$ cat src/rtl/dutb_param_pkg.sv
// Shared dutb parameters and types, including the fail-monitor defaults and FSM state type.
package dutb_param_pkg;

   localparam int DUTB_MON_CH_NUM       = 4;
   localparam int DUTB_MON_DATA_WIDTH   = 16;
   localparam int DUTB_MON_EXP_DEPTH    = 8;
   localparam int DUTB_MON_MAX_FAIL_NUM = 16;
   localparam int DUTB_MON_STOP_MODE    = 1;

   typedef enum logic [1:0] {
      IDLE    = 2'd0,
      RUN     = 2'd1,
      STOPPED = 2'd2
   } dutb_mon_state_t;

endpackage

$ cat src/rtl/dutb_exp_fifo.sv
// Per-channel expected-word FIFO; pointers carry a wrap bit to tell full from empty.
module dutb_exp_fifo #(
   parameter int P_WIDTH = 16,
   parameter int P_DEPTH = 8
) (
   input  logic               clk,
   input  logic               rst_n,
   input  logic               clr,
   input  logic               push,
   input  logic               pop,
   input  logic [P_WIDTH-1:0] wr_data,
   output logic               full,
   output logic               empty,
   output logic [P_WIDTH-1:0] head
);

   localparam int AW = $clog2(P_DEPTH);

   logic [P_WIDTH-1:0] mem [P_DEPTH];
   logic [AW:0]        wr_ptr;
   logic [AW:0]        rd_ptr;
   logic               do_push;
   logic               do_pop;

   assign empty   = (wr_ptr == rd_ptr);
   assign full    = (wr_ptr[AW] != rd_ptr[AW]) && (wr_ptr[AW-1:0] == rd_ptr[AW-1:0]);
   assign head    = mem[rd_ptr[AW-1:0]];
   assign do_push = push && !full && !clr;
   assign do_pop  = pop && !empty && !clr;

   always_ff @(posedge clk or negedge rst_n) begin
      if (!rst_n) begin
         wr_ptr <= '0;
         rd_ptr <= '0;
      end else if (clr) begin
         wr_ptr <= '0;
         rd_ptr <= '0;
      end else begin
         if (do_push) wr_ptr <= wr_ptr + 1'b1;
         if (do_pop)  rd_ptr <= rd_ptr + 1'b1;
      end
   end

   // Storage needs no reset: the pointers alone define what is valid.
   always_ff @(posedge clk) begin
      if (do_push) mem[wr_ptr[AW-1:0]] <= wr_data;
   end

endmodule

$ cat src/rtl/dutb_fail_monitor.sv
// Multi-channel pass/fail monitor: in-order compare of DUT words against buffered expected words.
//
// state   | meaning
// IDLE    | expected words accepted, dut_valid ignored
// RUN     | dut_valid compared against FIFO heads, counters update
// STOPPED | fail limit reached; counters and FIFOs frozen until clr/reset
module dutb_fail_monitor
   import dutb_param_pkg::*;
#(
   parameter int  P_CH_NUM       = DUTB_MON_CH_NUM,
   parameter int  P_DATA_WIDTH   = DUTB_MON_DATA_WIDTH,
   parameter int  P_EXP_DEPTH    = DUTB_MON_EXP_DEPTH,
   parameter int  P_MAX_FAIL_NUM = DUTB_MON_MAX_FAIL_NUM,
   parameter int  P_STOP_MODE    = DUTB_MON_STOP_MODE,
   localparam int FW             = $clog2(P_MAX_FAIL_NUM + 1)
) (
   input  logic                             clk,
   input  logic                             rst_n,
   input  logic                             en,
   input  logic                             clr,
   input  logic [P_CH_NUM-1:0]              exp_valid,
   input  logic [P_CH_NUM*P_DATA_WIDTH-1:0] exp_data,
   output logic [P_CH_NUM-1:0]              exp_ready,
   input  logic [P_CH_NUM-1:0]              dut_valid,
   input  logic [P_CH_NUM*P_DATA_WIDTH-1:0] dut_data,
   output logic [FW-1:0]                    fail_cnt,
   output logic [31:0]                      pass_cnt,
   output logic [P_CH_NUM-1:0]              fail_mask,
   output logic [P_CH_NUM-1:0]              underflow,
   output logic                             stop,
   output logic [1:0]                       state
);

   localparam int SW = FW + 5;

   dutb_mon_state_t   state_q, state_nxt;
   logic              run;
   logic [P_CH_NUM-1:0] full, empty, push, pop, chk, pass_v, fail_v, uflow_v;
   logic [P_DATA_WIDTH-1:0] head [P_CH_NUM];
   logic [4:0]        n_pass, n_fail;
   logic [SW-1:0]     fail_sum;
   logic [FW-1:0]     fail_cnt_nxt;
   logic              limit_hit;

   assign run   = (state_q == RUN);
   assign state = state_q;

   for (genvar i = 0; i < P_CH_NUM; i++) begin : g_ch
      assign exp_ready[i] = !full[i] && (state_q != STOPPED);
      assign push[i]      = exp_valid[i] && exp_ready[i];
      assign chk[i]       = run && dut_valid[i];
      // Head is taken from registered occupancy, so a same-cycle push into empty is an underflow.
      assign pop[i]       = chk[i] && !empty[i];
      assign uflow_v[i]   = chk[i] && empty[i];
      assign pass_v[i]    = pop[i] && (head[i] == dut_data[i*P_DATA_WIDTH +: P_DATA_WIDTH]);
      assign fail_v[i]    = chk[i] && !pass_v[i];

      dutb_exp_fifo #(
         .P_WIDTH (P_DATA_WIDTH),
         .P_DEPTH (P_EXP_DEPTH)
      ) u_fifo (
         .clk     (clk),
         .rst_n   (rst_n),
         .clr     (clr),
         .push    (push[i]),
         .pop     (pop[i]),
         .wr_data (exp_data[i*P_DATA_WIDTH +: P_DATA_WIDTH]),
         .full    (full[i]),
         .empty   (empty[i]),
         .head    (head[i])
      );
   end

   always_comb begin
      n_pass = '0;
      n_fail = '0;
      for (int i = 0; i < P_CH_NUM; i++) begin
         n_pass = n_pass + 5'(pass_v[i]);
         n_fail = n_fail + 5'(fail_v[i]);
      end
      fail_sum     = SW'(fail_cnt) + SW'(n_fail);
      limit_hit    = run && (fail_sum >= SW'(P_MAX_FAIL_NUM));
      fail_cnt_nxt = (fail_sum >= SW'(P_MAX_FAIL_NUM)) ? FW'(P_MAX_FAIL_NUM) : fail_sum[FW-1:0];
   end

   always_comb begin
      state_nxt = state_q;
      case (state_q)
         IDLE:    if (en) state_nxt = RUN;
         RUN: begin
            if (limit_hit && (P_STOP_MODE == 1)) state_nxt = STOPPED;
            else if (!en)                        state_nxt = IDLE;
         end
         STOPPED: state_nxt = STOPPED;
         default: state_nxt = IDLE;
      endcase
      if (clr) state_nxt = IDLE;
   end

   always_ff @(posedge clk or negedge rst_n) begin
      if (!rst_n) state_q <= IDLE;
      else        state_q <= state_nxt;
   end

   always_ff @(posedge clk or negedge rst_n) begin
      if (!rst_n) begin
         fail_cnt  <= '0;
         pass_cnt  <= '0;
         fail_mask <= '0;
         underflow <= '0;
         stop      <= 1'b0;
      end else if (clr) begin
         fail_cnt  <= '0;
         pass_cnt  <= '0;
         fail_mask <= '0;
         underflow <= '0;
         stop      <= 1'b0;
      end else begin
         underflow <= uflow_v;
         if (run) begin
            fail_cnt  <= fail_cnt_nxt;
            pass_cnt  <= pass_cnt + 32'(n_pass);
            fail_mask <= fail_mask | fail_v;
         end
         if (limit_hit) stop <= 1'b1;
      end
   end

endmodule

$ cat config.mk
export PLATFORM = sky130hd
export DESIGN_NAME = dutb_fail_monitor
export DESIGN_NICKNAME = d
export VERILOG_FILES = /design/src/rtl/dutb_param_pkg.sv /design/src/rtl/dutb_exp_fifo.sv /design/src/rtl/dutb_fail_monitor.sv
export SDC_FILE = /design/constraint.sdc
export NUM_CORES = 1
export LEC_CHECK = 0
export ABC_AREA = 1
export BUFFER_PORTS_ARGS = -buffer_cell sky130_fd_sc_hd__buf_2
export CORE_MARGIN = 2
export CORE_UTILIZATION = 50
export DETAILED_ROUTE_END_ITERATION = 8
export PLACE_DENSITY = 0.76
export SLEW_MARGIN = 5
export SYNTH_ARGS = -nofsm -noshare
export SYNTH_HDL_FRONTEND = slang
export SYNTH_SLANG_ARGS = --single-unit
export TNS_END_PERCENT = 30
$ cat constraint.sdc
create_clock -name clk -period 4 [get_ports clk]
set_input_delay 0 -clock clk [delete_from_list [all_inputs] [get_ports clk]]
set_output_delay 0 -clock clk [all_outputs]
set_load 0.05 [all_outputs]
Word level (Yosys, flattened, before mapping). Memories as Yosys holds them, arrays and structs flattened. Index checks and enable logic that the tools add are counted.

Memories kept: 4. Bits in registers: 80. Memory bits (writable): 512.

Muxes and demuxes: 39. Equality and inequality tests: 21. $add $sub $neg: 16. Bitwise gates (word level): 1. Reductions and logical operators: 74. Magnitude comparators: 1.

Memories: g_ch[0].u_fifo.mem (words 8, bits a word 16, rd ports 1, clocked after memory_dff 0, write ports 1, line dutb_exp_fifo.sv:19) `logic [P_WIDTH-1:0] mem [P_DEPTH];`; g_ch[1].u_fifo.mem (words 8, bits a word 16, rd ports 1, clocked after memory_dff 0, write ports 1, line dutb_exp_fifo.sv:19); g_ch[2].u_fifo.mem (words 8, bits a word 16, rd ports 1, clocked after memory_dff 0, write ports 1, line dutb_exp_fifo.sv:19); g_ch[3].u_fifo.mem (words 8, bits a word 16, rd ports 1, clocked after memory_dff 0, write ports 1, line dutb_exp_fifo.sv:19).

Operator list (count): $mux W4 (19); $eq A16 B16 Y1 (4); $mux W32 (2); $logic_and A1 B1 Y1 (49); $add A32 B4 Y32 (1); $add A4 B1 Y4 const B (8); $reduce_bool A2 Y1 (10); $eq A4 B4 Y1 (4); $mux W5 (3); $logic_not A1 Y1 (13); $eq A3 B3 Y1 (4); $mux W1 (10); $add A3 B1 Y4 (2); $mux W2 (4); $add A2 B1 Y3 (2); $add A5 B4 Y6 (1); $ge A6 B5 Y1 const B (1); $pmux W2 S3 (1); $add A1 B1 Y2 (2); $ne A1 B1 Y1 (4); $ne A4 B3 Y1 const B (1); $or A4 B4 Y4 (1); $ne A3 B3 Y1 const B (1); $eq A2 B1 Y1 const B (1); 4 further kinds (4).

Longest topological paths before layout.
Word-level depth: 15. Gate-level depth with buffers: 32. Gate-level depth less buffers: 30.

By module. Synthesis repeated with hierarchy kept, for this count alone.

Cells, all modules: 2562. Area total of the unflattened synthesis: 26878.3 µm².

Modules (own cells, without submodules): dutb_exp_fifo (g_ch[2].u_fifo ...) (area an instance 5599.1 µm², sequential area each 4043.9 µm², cells each 453, times used 2); dutb_exp_fifo (g_ch[0].u_fifo) (area an instance 5620.4 µm², sequential area each 4043.9 µm², cells each 453, times used 1); dutb_exp_fifo (g_ch[1].u_fifo) (area an instance 5597.9 µm², sequential area each 4043.9 µm², cells each 453, times used 1); dutb_fail_monitor (area an instance 4461.8 µm², sequential area each 1201.2 µm², cells each 750, times used 1).

Worst setup path after synthesis. No wires, ideal clock.

Path type: reg2reg. From: register g_ch[2].u_fifo.rd_ptr[0]. To: register pass_cnt[26]. Cell stages (with the launch flop): 28. Setup time: 0.121 ns. Path slack: -0.090 ns. Data arrival time: 3.969 ns. Cells stage by stage: dfrtp_1 buf_2 clkinv_1 clkbuf_1 o21ai_0 nand2_1 nand2_1 nand2_1 o21ai_0 nor3_1 nand3_1 nor2_1 fa_1 fa_1 inv_1 fa_1 inv_1 nand3_2 nor2_4 nand2_2 nor2_4 nand3_2 nor2_4 nand2_4 nor2_4 nand2_2 o21ai_0 nor2_1.

Longest elaborated chain between the ends: 9. Elaborated cells between the ends (all ways): 11. Classes of those cells: 3 x add/sub; 2 x eq/ne; 2 x mux; 3 x reduce/logical; 1 x memory.

Ends and longest elaborated chain: from (decl) (line dutb_exp_fifo.sv:21) `logic [AW:0] rd_ptr;`; from (signal assigned) (line dutb_exp_fifo.sv:40) `if (do_pop) rd_ptr <= rd_ptr + 1'b1;`; parallel branches: the longest is 3 deep, another holds $mem_v2 Z8 W16; $logic_and A1 B1 Y1 (*) (line dutb_fail_monitor.sv:55) `assign pass_v[i] = pop[i] && (head[i] == dut_data[i*P_DATA_WIDTH +: P_DATA_WIDTH]);`; $add A2 B1 Y3 (*) (line dutb_fail_monitor.sv:78) `n_pass = n_pass + 5'(pass_v[i]);`; $add A3 B1 Y4 (*) (line dutb_fail_monitor.sv:78); $add A32 B4 Y32 (*) (line dutb_fail_monitor.sv:122) `pass_cnt <= pass_cnt + 32'(n_pass);`; $mux W32 (*) (line dutb_fail_monitor.sv:120) `if (run) begin`; $mux W32 (*) (line dutb_fail_monitor.sv:112) `end else if (clr) begin`; to (signal assigned) (line dutb_fail_monitor.sv:122); to (decl) (line dutb_fail_monitor.sv:27) `output logic [31:0] pass_cnt,`.

Mark *: on every way between the ends. The select of a mux whose other input is x is not followed. A chain may end at the register's enable or synchronous reset.

Final worst setup path.
From: register g_ch[0].u_fifo.rd_ptr[0]. To: register pass_cnt[18].

Longest elaborated chain between the ends: 10. Elaborated cells between the ends (all ways): 12. Classes of those cells: 4 x add/sub; 2 x eq/ne; 2 x mux; 3 x reduce/logical; 1 x memory.

Ends and longest elaborated chain (line): from (decl) (dutb_exp_fifo.sv:21); from (signal assigned) (dutb_exp_fifo.sv:40); parallel branches: the longest is 3 deep, another holds $mem_v2 Z8 W16; $logic_and A1 B1 Y1 (*) (dutb_fail_monitor.sv:55); $add A1 B1 Y2 (*) (dutb_fail_monitor.sv:78); $add A2 B1 Y3 (*) (dutb_fail_monitor.sv:78); $add A3 B1 Y4 (*) (dutb_fail_monitor.sv:78); $add A32 B4 Y32 (*) (dutb_fail_monitor.sv:122); $mux W32 (*) (dutb_fail_monitor.sv:120); $mux W32 (*) (dutb_fail_monitor.sv:112).

Marks and branches as above.

==> impl_summary.log <==
INFO  metric synth.lib_cells_used.distinct = 44
INFO  metric global_route.usage.total = 25.3%
INFO  metric max_freq = 0.236 GHz
INFO  metric final_net_count = 3464
INFO  metric synth-edff-count = 512
INFO  metric setup-tns-final = -2.04 ns
INFO  metric synth_top_area_cell = edfxtp_1
INFO  metric die-height = 238 um
INFO  metric maxCapViolCount = 0
INFO  metric worst_slack = -0.236 ns
INFO  metric boundaryPins = 192
INFO  metric numPortBuffers = 191
INFO  metric drt-vias-per-instance = 5.22
INFO  metric layout_worst_path_cycle_share = 106%
INFO  metric postSynth.asyncResetShare = 13.5%
INFO  metric data_arrival_time_of_the_critical_path = 4.77 ns
INFO  metric dominant_combinational_cell_family_by_area_after_synthesis = simple AND/OR/NAND/NOR gates
INFO  metric rsz_0062_raised_after_global_routing = true
INFO  metric worst_r2r_endpoint = pass_cnt[18]$_DFFE_PN0P_
INFO  metric worstMarginPinSlew = 1.08 ns
INFO  metric reg2reg_depth = 27
INFO  metric cellPowerDensity = 418 nW/um^2
INFO  metric total_leakage_power = 14.8 nW
INFO  metric initialDrtViolationCount = 1770
INFO  metric highest_ir_drop_seen_on_vdd = 0.426 mV
INFO  metric cts_buffers = 66
INFO  metric synthMuxAreaShare = 0%
INFO  metric htree_levels = 3
INFO  metric timing.hold.worst_path_depth = 7
INFO  metric row_count = 85
INFO  metric fin_skew = 0.0320 ns
INFO  metric layout_min_cycle_time = 4.24 ns
INFO  metric first_pass_grt_wire_length = 111 mm
INFO  metric hpwlAfterDp = 46.8 mm
INFO  metric fp.coreArea = 54000 sq um
INFO  metric die_area = 56800 sq um
INFO  metric synth_xor_area_share = 0.797%
INFO  metric number_of_global_route_vias_before_repair = 20.8k
INFO  metric slew_headroom = 27.7%
INFO  metric sequential_area_share_after_synthesis = 63.3%
INFO  metric criticalPathCategory = reg2reg
INFO  metric clock_latency = 0.62 ns
INFO  metric syn-instance-count = 2899
INFO  metric final_setup_violating_endpoints = 15
INFO  metric initial_utilization = 50.8%
INFO  metric outcome = complete, but fails checks
INFO  metric hold_viol_final = 0
INFO  metric postSynthNetCount = 3055
INFO  metric final_cell_mix = 830 x nand2_1, 512 x edfxtp_1, 389 x inv_1
INFO  metric drt_first_pass_iters = 5
INFO  metric antenna_violating_nets_post_route = 0
INFO  metric clock_sinks = 592
INFO  metric critical_path_required = 4.54 ns
INFO  metric syn-mean-instance-area = 9.47 sq um
INFO  metric vias = 21.2k
INFO  metric clkTransAtPathRegs = 0.06 ns
INFO  metric dominantRegCellSynth = edfxtp_1
INFO  metric yosys-top-cells-area = edfxtp_1 56%, nand2_1 11%, dfrtp_1 7.3%, inv_1 5.4%, nand3_1 5.2%
INFO  metric synth_adder_area_share = 0.893%
INFO  metric worst_setup_path_end_kind = flop
INFO  metric failed_checks = setup timing
INFO  metric timing.hold.worst.class = in2reg
INFO  metric yosysTopAreaCellShare = 56.0%
INFO  metric chipWidth = 238 um
INFO  metric finalWirelength = 71.6 mm
INFO  metric number_of_antenna_violations_at_the_first_check_in_global_routing = 0
INFO  metric synthesis.area = 27500 sq um
INFO  metric r2r_setup_slk = -0.24 ns
INFO  metric instances_no_fill = 4058
INFO  metric gr-total-overflow = 0
INFO  metric placed_cells = 3847
INFO  metric synth_simple_gate_area_share = 23.8%
INFO  metric tritoncts = built
INFO  metric most_frequent_standard_cell_in_the_layout_excluding_fill_and_tap_cells = nand2_1
INFO  metric insertedDiodeCount = 0
INFO  metric r2r_start = g_ch[0].u_fifo.rd_ptr[0]$_DFFE_PN0P_
INFO  metric cts_root_buf = clkbuf_16
INFO  metric worst_hold_path.endpoint = fail_mask[2]$_DFFE_PN0P_
INFO  metric synthToLayoutAreaGrowth = 22.9%
INFO  metric crit_path_max_fanout = 13
INFO  metric worst_hold_startpoint = dut_data[43]
INFO  metric overall_power_of_the_completed_layout = 14.1 mW
INFO  metric grt_start_max_net_pins = 57
INFO  metric synth_seq_cells = 592
INFO  metric yosysWarningCount = 0
INFO  metric synth_compound_gate_area_share = 4.15%
INFO  metric layout-drive-gt1-share = 16.7%
INFO  metric drc = 0
INFO  metric gp_congestion = 0.884
INFO  metric setup.worst_path.start_class = flop
INFO  metric wire_per_inst = 17.6 um
INFO  metric number_of_buffers_on_the_longest_clock_path = 3
INFO  metric report.final.slew_viol_count = 0
INFO  metric whs = 0.0234 ns
==> layout make-up <==
type / count / area [sq um]
Clock buffer: 84 / 1750
Inverter: 399 / 1510
Tap cell: 696 / 871
Fill cell: 4238 / 20300
Clock inverter: 38 / 443
Multi-Input combinational cell: 1801 / 8390
Sequential cell: 592 / 17400
Timing Repair Buffer: 448 / 3400
==> worst max-delay path, cell delays in order (launching register included) <==
cell and delay (ns):
dfrtp_2 0.47, clkinv_4 0.13, buf_6 0.17, buf_4 0.14
o21ai_1 0.13, nand3_1 0.13, nand3_1 0.11, nand2_1 0.08
nand4_1 0.09, nor2_1 0.04, nand2_1 0.12, nor2_4 0.06
fa_2 0.58, fa_2 0.22, inv_2 0.05, fa_2 0.35
inv_2 0.09, nand3_4 0.07, nor2_4 0.10, nand2_2 0.08
nor2_4 0.11, nand3_2 0.10, buf_4 0.16, buf_4 0.12
inv_1 0.07, nand4_1 0.10, a21oi_1 0.16, o21a_1 0.13
==> state kept, by name (all words and copies together) (netlist names) <==
register / flops
state: 2
stop: 1
fail_cnt: 5
g_ch.u_fifo.rd_ptr: 16
fail_mask: 4
g_ch.u_fifo.mem: 512
g_ch.u_fifo.wr_ptr: 16
underflow: 4
pass_cnt: 32
==> timing repair <==
| item | in CTS | in global routing |
|---|---|---|
| hold buffers | 80 | 0 |
| setup buffers | 6 | 2 |
| resized for setup | 51 | 58 |
| hold endpoints to repair | 578 | 0 |
| pin swaps | 20 | 17 |
| gates cloned | 1 | 1 |
| endpoints found under the setup margin | 18 | 36 |
==> per-stage QoR <==
step           setup slack [ns]  instance area (sq um)  util, %
4_1_cts                  -0.180                  33600     62.1
6_report                 -0.236                  33700     62.5
3_5_place_dp             -0.321                  30400     56.2
2_1_floorplan           0.00184                  27500        -
3_3_place_gp             -0.210                  30400     56.2
5_1_grt                  -0.474                  33700     62.5
==> worst max-delay path by stage <==
stage,start,end,slack [ns]
2_1_floorplan,g_ch[0].u_fifo.rd_ptr[0]$_DFFE_PN0P_,pass_cnt[26]$_DFFE_PN0P_,0.002
3_3_place_gp,g_ch[0].u_fifo.rd_ptr[0]$_DFFE_PN0P_,pass_cnt[26]$_DFFE_PN0P_,-0.21
3_5_place_dp,g_ch[0].u_fifo.rd_ptr[0]$_DFFE_PN0P_,pass_cnt[26]$_DFFE_PN0P_,-0.32
4_1_cts,g_ch[0].u_fifo.rd_ptr[0]$_DFFE_PN0P_,pass_cnt[26]$_DFFE_PN0P_,-0.18
5_1_grt,g_ch[0].u_fifo.rd_ptr[0]$_DFFE_PN0P_,pass_cnt[18]$_DFFE_PN0P_,-0.47
6_report,g_ch[0].u_fifo.rd_ptr[0]$_DFFE_PN0P_,pass_cnt[18]$_DFFE_PN0P_,-0.24
==> cells by family after synthesis <==
kind of cell	after synthesis
compound gates	210
xor+xnor	25
fa+ha+maj	16
buf+inv	506
flops	592
simple gates	1550
==> power breakdown <==
part | internal, mW | switching, mW
clock network | 3.54 | 2.52
logic | 0.453 | 0.750
registers | 6.81 | 0.0360
total | 10.8 | 3.31
==> routing by layer <==
| layer | global-route usage [%] | wire (um) | up-vias |
|---|---|---|---|
| met5 | 0 | 0 | - |
| met4 | 8.83 | 2160 | 0 |
| met3 | 4.72 | 5050 | 143 |
| met2 | 42.8 | 34700 | 770 |
| met1 | 32.9 | 29700 | 9928 |
| li1 | - | - | 10300 |
==> cell usage after synthesis (3+ instances only) <==
| cell | number |
|---|---|
| nand2_1 | 839 |
| clkbuf_1 | 60 |
| nor2_1 | 303 |
| o211ai_1 | 3 |
| o21a_1 | 8 |
| o21ai_0 | 129 |
| nor3_1 | 34 |
| buf_2 | 28 |
| fa_1 | 6 |
| clkinv_1 | 4 |
| nor4_1 | 8 |
| a211oi_1 | 9 |
| nand3_1 | 284 |
| xnor2_1 | 3 |
| nor2_4 | 7 |
| ha_1 | 10 |
| inv_1 | 392 |
| a21oi_1 | 44 |
| buf_1 | 17 |
| nand2_2 | 3 |
| edfxtp_1 | 512 |
| dfrtp_1 | 80 |
| nand4_1 | 25 |
| o31ai_1 | 5 |
| inv_2 | 3 |
| o22ai_1 | 5 |
| nand3b_1 | 33 |
| and3_1 | 3 |
| xor2_1 | 22 |
| nand3_2 | 3 |
Note: power is estimated with default switching activity, not from simulation.
